`config.mk`:
```
export PLATFORM = sky130hd
export DESIGN_NAME = dec_to_bcd_entry
export DESIGN_NICKNAME = d
export VERILOG_FILES = /design/src/rtl/dec_to_bcd_entry.sv
export SDC_FILE = /design/constraint.sdc
export NUM_CORES = 1
export LEC_CHECK = 0
export ABC_CLOCK_PERIOD_IN_PS = 4800
export CAP_MARGIN = 5
export CELL_PAD_IN_SITES_DETAIL_PLACEMENT = 0
export CELL_PAD_IN_SITES_GLOBAL_PLACEMENT = 1
export CORE_MARGIN = 10
export CORE_UTILIZATION = 42
export CTS_BUF_LIST = sky130_fd_sc_hd__clkbuf_8 sky130_fd_sc_hd__clkbuf_16
export CTS_CLUSTER_SIZE = 40
export DETAILED_ROUTE_END_ITERATION = 16
export HOLD_SLACK_MARGIN = 0.06
export PLACE_DENSITY_LB_ADDON = 0.15
export SETUP_SLACK_MARGIN = 0.15
export SYNTH_ARGS = -nofsm -noshare
export SYNTH_HDL_FRONTEND = slang
export SYNTH_SLANG_ARGS = --single-unit
```
`constraint.sdc`:
```
create_clock -name clk -period 4.8 [get_ports clk]
set_input_delay 0.96 -clock clk [delete_from_list [all_inputs] [get_ports clk]]
set_output_delay 0.96 -clock clk [all_outputs]
set_load 0.005 [all_outputs]
```
`src/rtl/dec_to_bcd_entry.sv`:
```
// Decimal keypad entry.
// Ten asynchronous key lines are synchronised, debounced and priority-encoded
// to a BCD digit. Each accepted press is shifted into a packed BCD entry
// register. The newest digit sits in the low nibble.
module dec_to_bcd_entry #(
  parameter int DIGITS   = 4,
  parameter int DEBOUNCE = 4
) (
  input  logic                  clk,
  input  logic                  reset,
  input  logic [9:0]            key,
  input  logic                  clear,
  output logic [3:0]            bcd_out,
  output logic                  digit_valid,
  output logic                  multi_key,
  output logic                  overflow,
  output logic [4*DIGITS-1:0]   bcd_value,
  output logic [3:0]            digit_count,
  output logic                  full
);

  localparam int CW = (DEBOUNCE > 2) ? $clog2(DEBOUNCE) : 1;
  localparam logic [CW-1:0] CNT_LAST = CW'(DEBOUNCE - 1);
  localparam logic [3:0]    DIG_MAX  = 4'(DIGITS);

  typedef enum logic [1:0] {
    IDLE = 2'd0,
    ARM  = 2'd1,
    HELD = 2'd2
  } state_t;

  state_t        state, state_nx;
  logic [9:0]    sync1, ks;
  logic [9:0]    pat, pat_nx;
  logic [CW-1:0] cnt, cnt_nx;
  logic          accept;
  logic [3:0]    enc;
  logic [3:0]    ones;
  logic          multi;
  logic [4*DIGITS-1:0] shifted;

  // Two-flop synchroniser for the asynchronous key lines.
  always_ff @(posedge clk) begin
    if (reset) begin
      sync1 <= '0;
      ks    <= '0;
    end else begin
      sync1 <= key;
      ks    <= sync1;
    end
  end

  // Debounce FSM state, latched pattern and stability counter.
  always_ff @(posedge clk) begin
    if (reset) begin
      state <= IDLE;
      pat   <= '0;
      cnt   <= '0;
    end else begin
      state <= state_nx;
      pat   <= pat_nx;
      cnt   <= cnt_nx;
    end
  end

  // Next-state logic.
  // A press is accepted once the pattern has stayed unchanged for DEBOUNCE
  // cycles after arming. A release needs DEBOUNCE quiet cycles.
  always_comb begin
    state_nx = state;
    pat_nx   = pat;
    cnt_nx   = cnt;
    accept   = 1'b0;
    unique case (state)
      IDLE: begin
        if (ks != '0) begin
          state_nx = ARM;
          pat_nx   = ks;
          cnt_nx   = '0;
        end
      end
      ARM: begin
        if (ks == '0) begin
          state_nx = IDLE;
          cnt_nx   = '0;
        end else if (ks != pat) begin
          pat_nx = ks;
          cnt_nx = '0;
        end else if (cnt == CNT_LAST) begin
          accept   = 1'b1;
          state_nx = HELD;
          cnt_nx   = '0;
        end else begin
          cnt_nx = cnt + 1'b1;
        end
      end
      HELD: begin
        if (ks != '0) begin
          cnt_nx = '0;
        end else if (cnt == CNT_LAST) begin
          state_nx = IDLE;
          cnt_nx   = '0;
        end else begin
          cnt_nx = cnt + 1'b1;
        end
      end
      default: begin
        state_nx = IDLE;
        cnt_nx   = '0;
      end
    endcase
  end

  // Priority encoder (highest key wins) and a count of the pressed keys.
  always_comb begin
    enc  = '0;
    ones = '0;
    for (int unsigned i = 0; i < 10; i++) begin
      if (pat[i]) begin
        enc = 4'(i);
      end
      ones = ones + {3'b000, pat[i]};
    end
    multi = (ones > 4'd1);
  end

  // Shift path for the entry register. A single-digit register just replaces.
  generate
    if (DIGITS == 1) begin : g_one
      assign shifted = enc;
    end else begin : g_many
      assign shifted = {bcd_value[4*DIGITS-5:0], enc};
    end
  endgenerate

  // Output registers and the entry register.
  // A clear in the same cycle as an accept still reports the digit but
  // discards it and suppresses overflow.
  always_ff @(posedge clk) begin
    if (reset) begin
      bcd_out     <= '0;
      digit_valid <= 1'b0;
      multi_key   <= 1'b0;
      overflow    <= 1'b0;
      bcd_value   <= '0;
      digit_count <= '0;
      full        <= 1'b0;
    end else begin
      digit_valid <= accept;
      overflow    <= 1'b0;
      if (accept) begin
        bcd_out   <= enc;
        multi_key <= multi;
      end
      if (clear) begin
        bcd_value   <= '0;
        digit_count <= '0;
        full        <= 1'b0;
      end else if (accept) begin
        if (full) begin
          overflow <= 1'b1;
        end else begin
          bcd_value   <= shifted;
          digit_count <= digit_count + 4'd1;
          full        <= ((digit_count + 4'd1) == DIG_MAX);
        end
      end
    end
  end

endmodule

```
==> reports/results.ini <==
[logic_synthesis]
async_reset_ff_frac = 0
ys.flop_type = dfxtp_1
synth_edf_count = 0
synth_seq_cells = 62
synth_warnings = 0
netlist_area_um2 = 2760
ys_seq_area_frac = 0.449
synth_cells = 298
avgSynthCellArea_um2 = 9.27
syn-num-nets = 324
yosysUniqueCellTypes = 41

[pwr]
p_leak_nw = 1.31
pwr-share-comb = 0.125
seqPwrFrac = 0.443
p_per_area_nw_per_um2 = 355
p_switching_uw = 305
clkPwrFrac = 0.431
irDropWorstVdd_mv = 0.226
p_int_uw = 917
swShare = 0.250

[cts]
numCtsBuffers = 9
cts.path.max_buffers = 2
cts_hold_buf = 0
post_cts_buffers = 0
clk_pin_slew_worst_paths_ns = 0.07
root_buffer = clkbuf_8
cts_tree = yes
clock_sinks = 62
htree_levels = 3
cts_resized = 0
clk_latency_ns = 0.34

[routing]
drt_pre_antenna_iters = 4
ant_nets = 0
vias = 2035
drt-wirelength-per-cell_um = 13.3
via_per_inst = 4.86
drt_iter0_drc = 78
drc = 0
routed_wl_um = 5590

[finish]
stdcell_area_um2 = 3450
nets = 363
syn2layout_area_growth_pct = 24.8
layout_common_cells = dfxtp_1, clkdlybuf4s50_1, nand2_1, a21oi_1, nand2b_1
multi_input_area_um2 = 1410
regArea_um2 = 1240
drive_above_1_share = 0.0731
final_common_cell = dfxtp_1
diodes = 0
nFillCells = 588

[sta]
setup_viol = 0
hold_viol_final = 0
rsz0062_at_grt = no
fin_ws_ns = 1.43
max_slew_margin = 0.229
fin_tns_setup_ns = 0
post-route-period-util = 0.703
finalCriticalPeriod_ns = 3.37
fmax_ghz = 0.296
slew_viol_final = 0
worst_pin_slew_ns = 1.15
skew_ns = 0.00722

[setup_path]
reg2regPathDepth = 12
crit_fanout = 3
worstPathRequired_ns = 5.01
worst_ep_arrival_time_ns = 3.58
path_class = reg -> reg
endpoint_kind = flip-flop
start_kind = flip-flop

[global_routing]
track_usage = 0.110
grt-ovfl-total = 0
grt_pass1_wl_um = 9120
antenna_found_initial = 0
first_global_vias = 1853
grt_max_degree = 54

[die]
rows = 29
design.core.area_um2 = 6390
die_area_um2 = 10200
io_pins = 41
die_w_um = 101
initial_core_util = 0.433
die_height_um = 101

[placed_design]
gp_congestion = 0.777
place_area_um2 = 3210
numPortBuffers = 40
place_hpwl_um = 4000
dp_slack_ns = 1.45

[min_path]
hold_path.class = reg -> reg
whs_path_depth = 1

[flow_run]
drv_cap = 0

[status]
status = finished clean

[worst max-delay path, cell delays in order, from the launching register on]
cell and delay (ns):
dfxtp_1 0.38, inv_1 0.08, fa_1 0.50, fa_1 0.54, fa_1 0.41, inv_1 0.07, ha_1 0.15, inv_1 0.05
fa_1 0.37, a2111oi_0 0.38, a21oi_1 0.08, o21ai_0 0.16, a21oi_1 0.08
[layout make-up]
cell class,instances,area share
repair buffers,41,0.118
inverters,17,0.0185
clock buffers,11,0.0439
flip-flops and latches,62,0.360
multi-input cells,206,0.408
clock inverters,5,0.0236
well taps,77,0.0279
[through the flow]
| step | utilization | power, mW | instances | hold slack (ns) |
|---|---|---|---|---|
| floorplan | - | 0.668 | 298 | 0.414 |
| finish | 0.540 | 1.22 | 419 | 0.434 |
| detailed placement | 0.503 | 0.706 | 403 | 0.420 |
| CTS | 0.540 | 1.23 | 419 | 0.435 |
| global placement | 0.503 | 0.704 | 403 | 0.422 |
| global route | 0.540 | 1.28 | 419 | 0.452 |
[power by group through the flow]
stage / combinational [mW] / sequential, mW / clock, mW
after floorplan: 0.118 / 0.551 / 0
after global placement: 0.151 / 0.553 / 0
after detailed placement: 0.152 / 0.554 / 0
after CTS: 0.153 / 0.542 / 0.538
after global routing: 0.168 / 0.544 / 0.565
final: 0.153 / 0.542 / 0.527
[cells by family after synthesis]
logic type               count (synthesis)  share of synthesized area
AND/OR/NAND/NOR                        124                      0.250
AO/OA/AOI/OAI                           45                     0.0992
adder cells (fa/ha/maj)                 13                     0.0752
flip-flops                              62                      0.449
buffers and inverters                   30                     0.0439
XOR/XNOR                                11                     0.0349
multiplexers                            13                     0.0471
[cell usage after synthesis (2+ instances only)]
master    number  area share
o31ai_1        2      0.0054
nor4_4         2       0.015
fa_1           6       0.043
xor2_1        10       0.032
nand3_1        3      0.0054
clkbuf_1       8       0.011
o21ai_0        3      0.0054
nor2b_1       22       0.050
inv_1         17       0.023
nor2_1        18       0.024
dfxtp_1       62        0.45
or2_2          2      0.0045
nor4_1         2      0.0045
nor4b_1        2      0.0063
and4_1         2      0.0063
nand2_1       39       0.053
buf_2          4      0.0072
and3_1         3      0.0068
o311ai_0       2      0.0063
a31oi_1        2      0.0045
mux2i_1       13       0.047
ha_1           7       0.032
a21oi_1       27       0.049
nand2b_1      23       0.052
[sequential cells by signal, summed over array words and instances (netlist names), 2 cells and up]
signal / count
cnt: 2
ks: 10
sync1: 10
bcd_out: 4
digit_count: 4
state: 2
pat: 10
bcd_value: 16
[path summary, 6_finish.rpt]
path / start / to / slack [ns]
hold reg to reg: sync1[1]$_SDFF_PP0_ / ks[1]$_SDFF_PP0_ / 0.43
setup reg to reg: pat[0]$_SDFFE_PP0P_ / multi_key$_SDFFE_PP0P_ / 1.43
hold / removal: sync1[1]$_SDFF_PP0_ / ks[1]$_SDFF_PP0_ / 0.43
setup / recovery: pat[0]$_SDFFE_PP0P_ / multi_key$_SDFFE_PP0P_ / 1.43
[routing by layer]
| layer | part of all wire | up-vias | global-route usage |
|---|---|---|---|
| met5 | 0 | - | 0 |
| met4 | 0.016 | 0 | 0.0418 |
| met3 | 0.060 | 8 | 0.0487 |
| met2 | 0.43 | 44 | 0.154 |
| met1 | 0.49 | 913 | 0.146 |
| li1 | - | 1070 | - |
(Power assumes the default switching activity.)
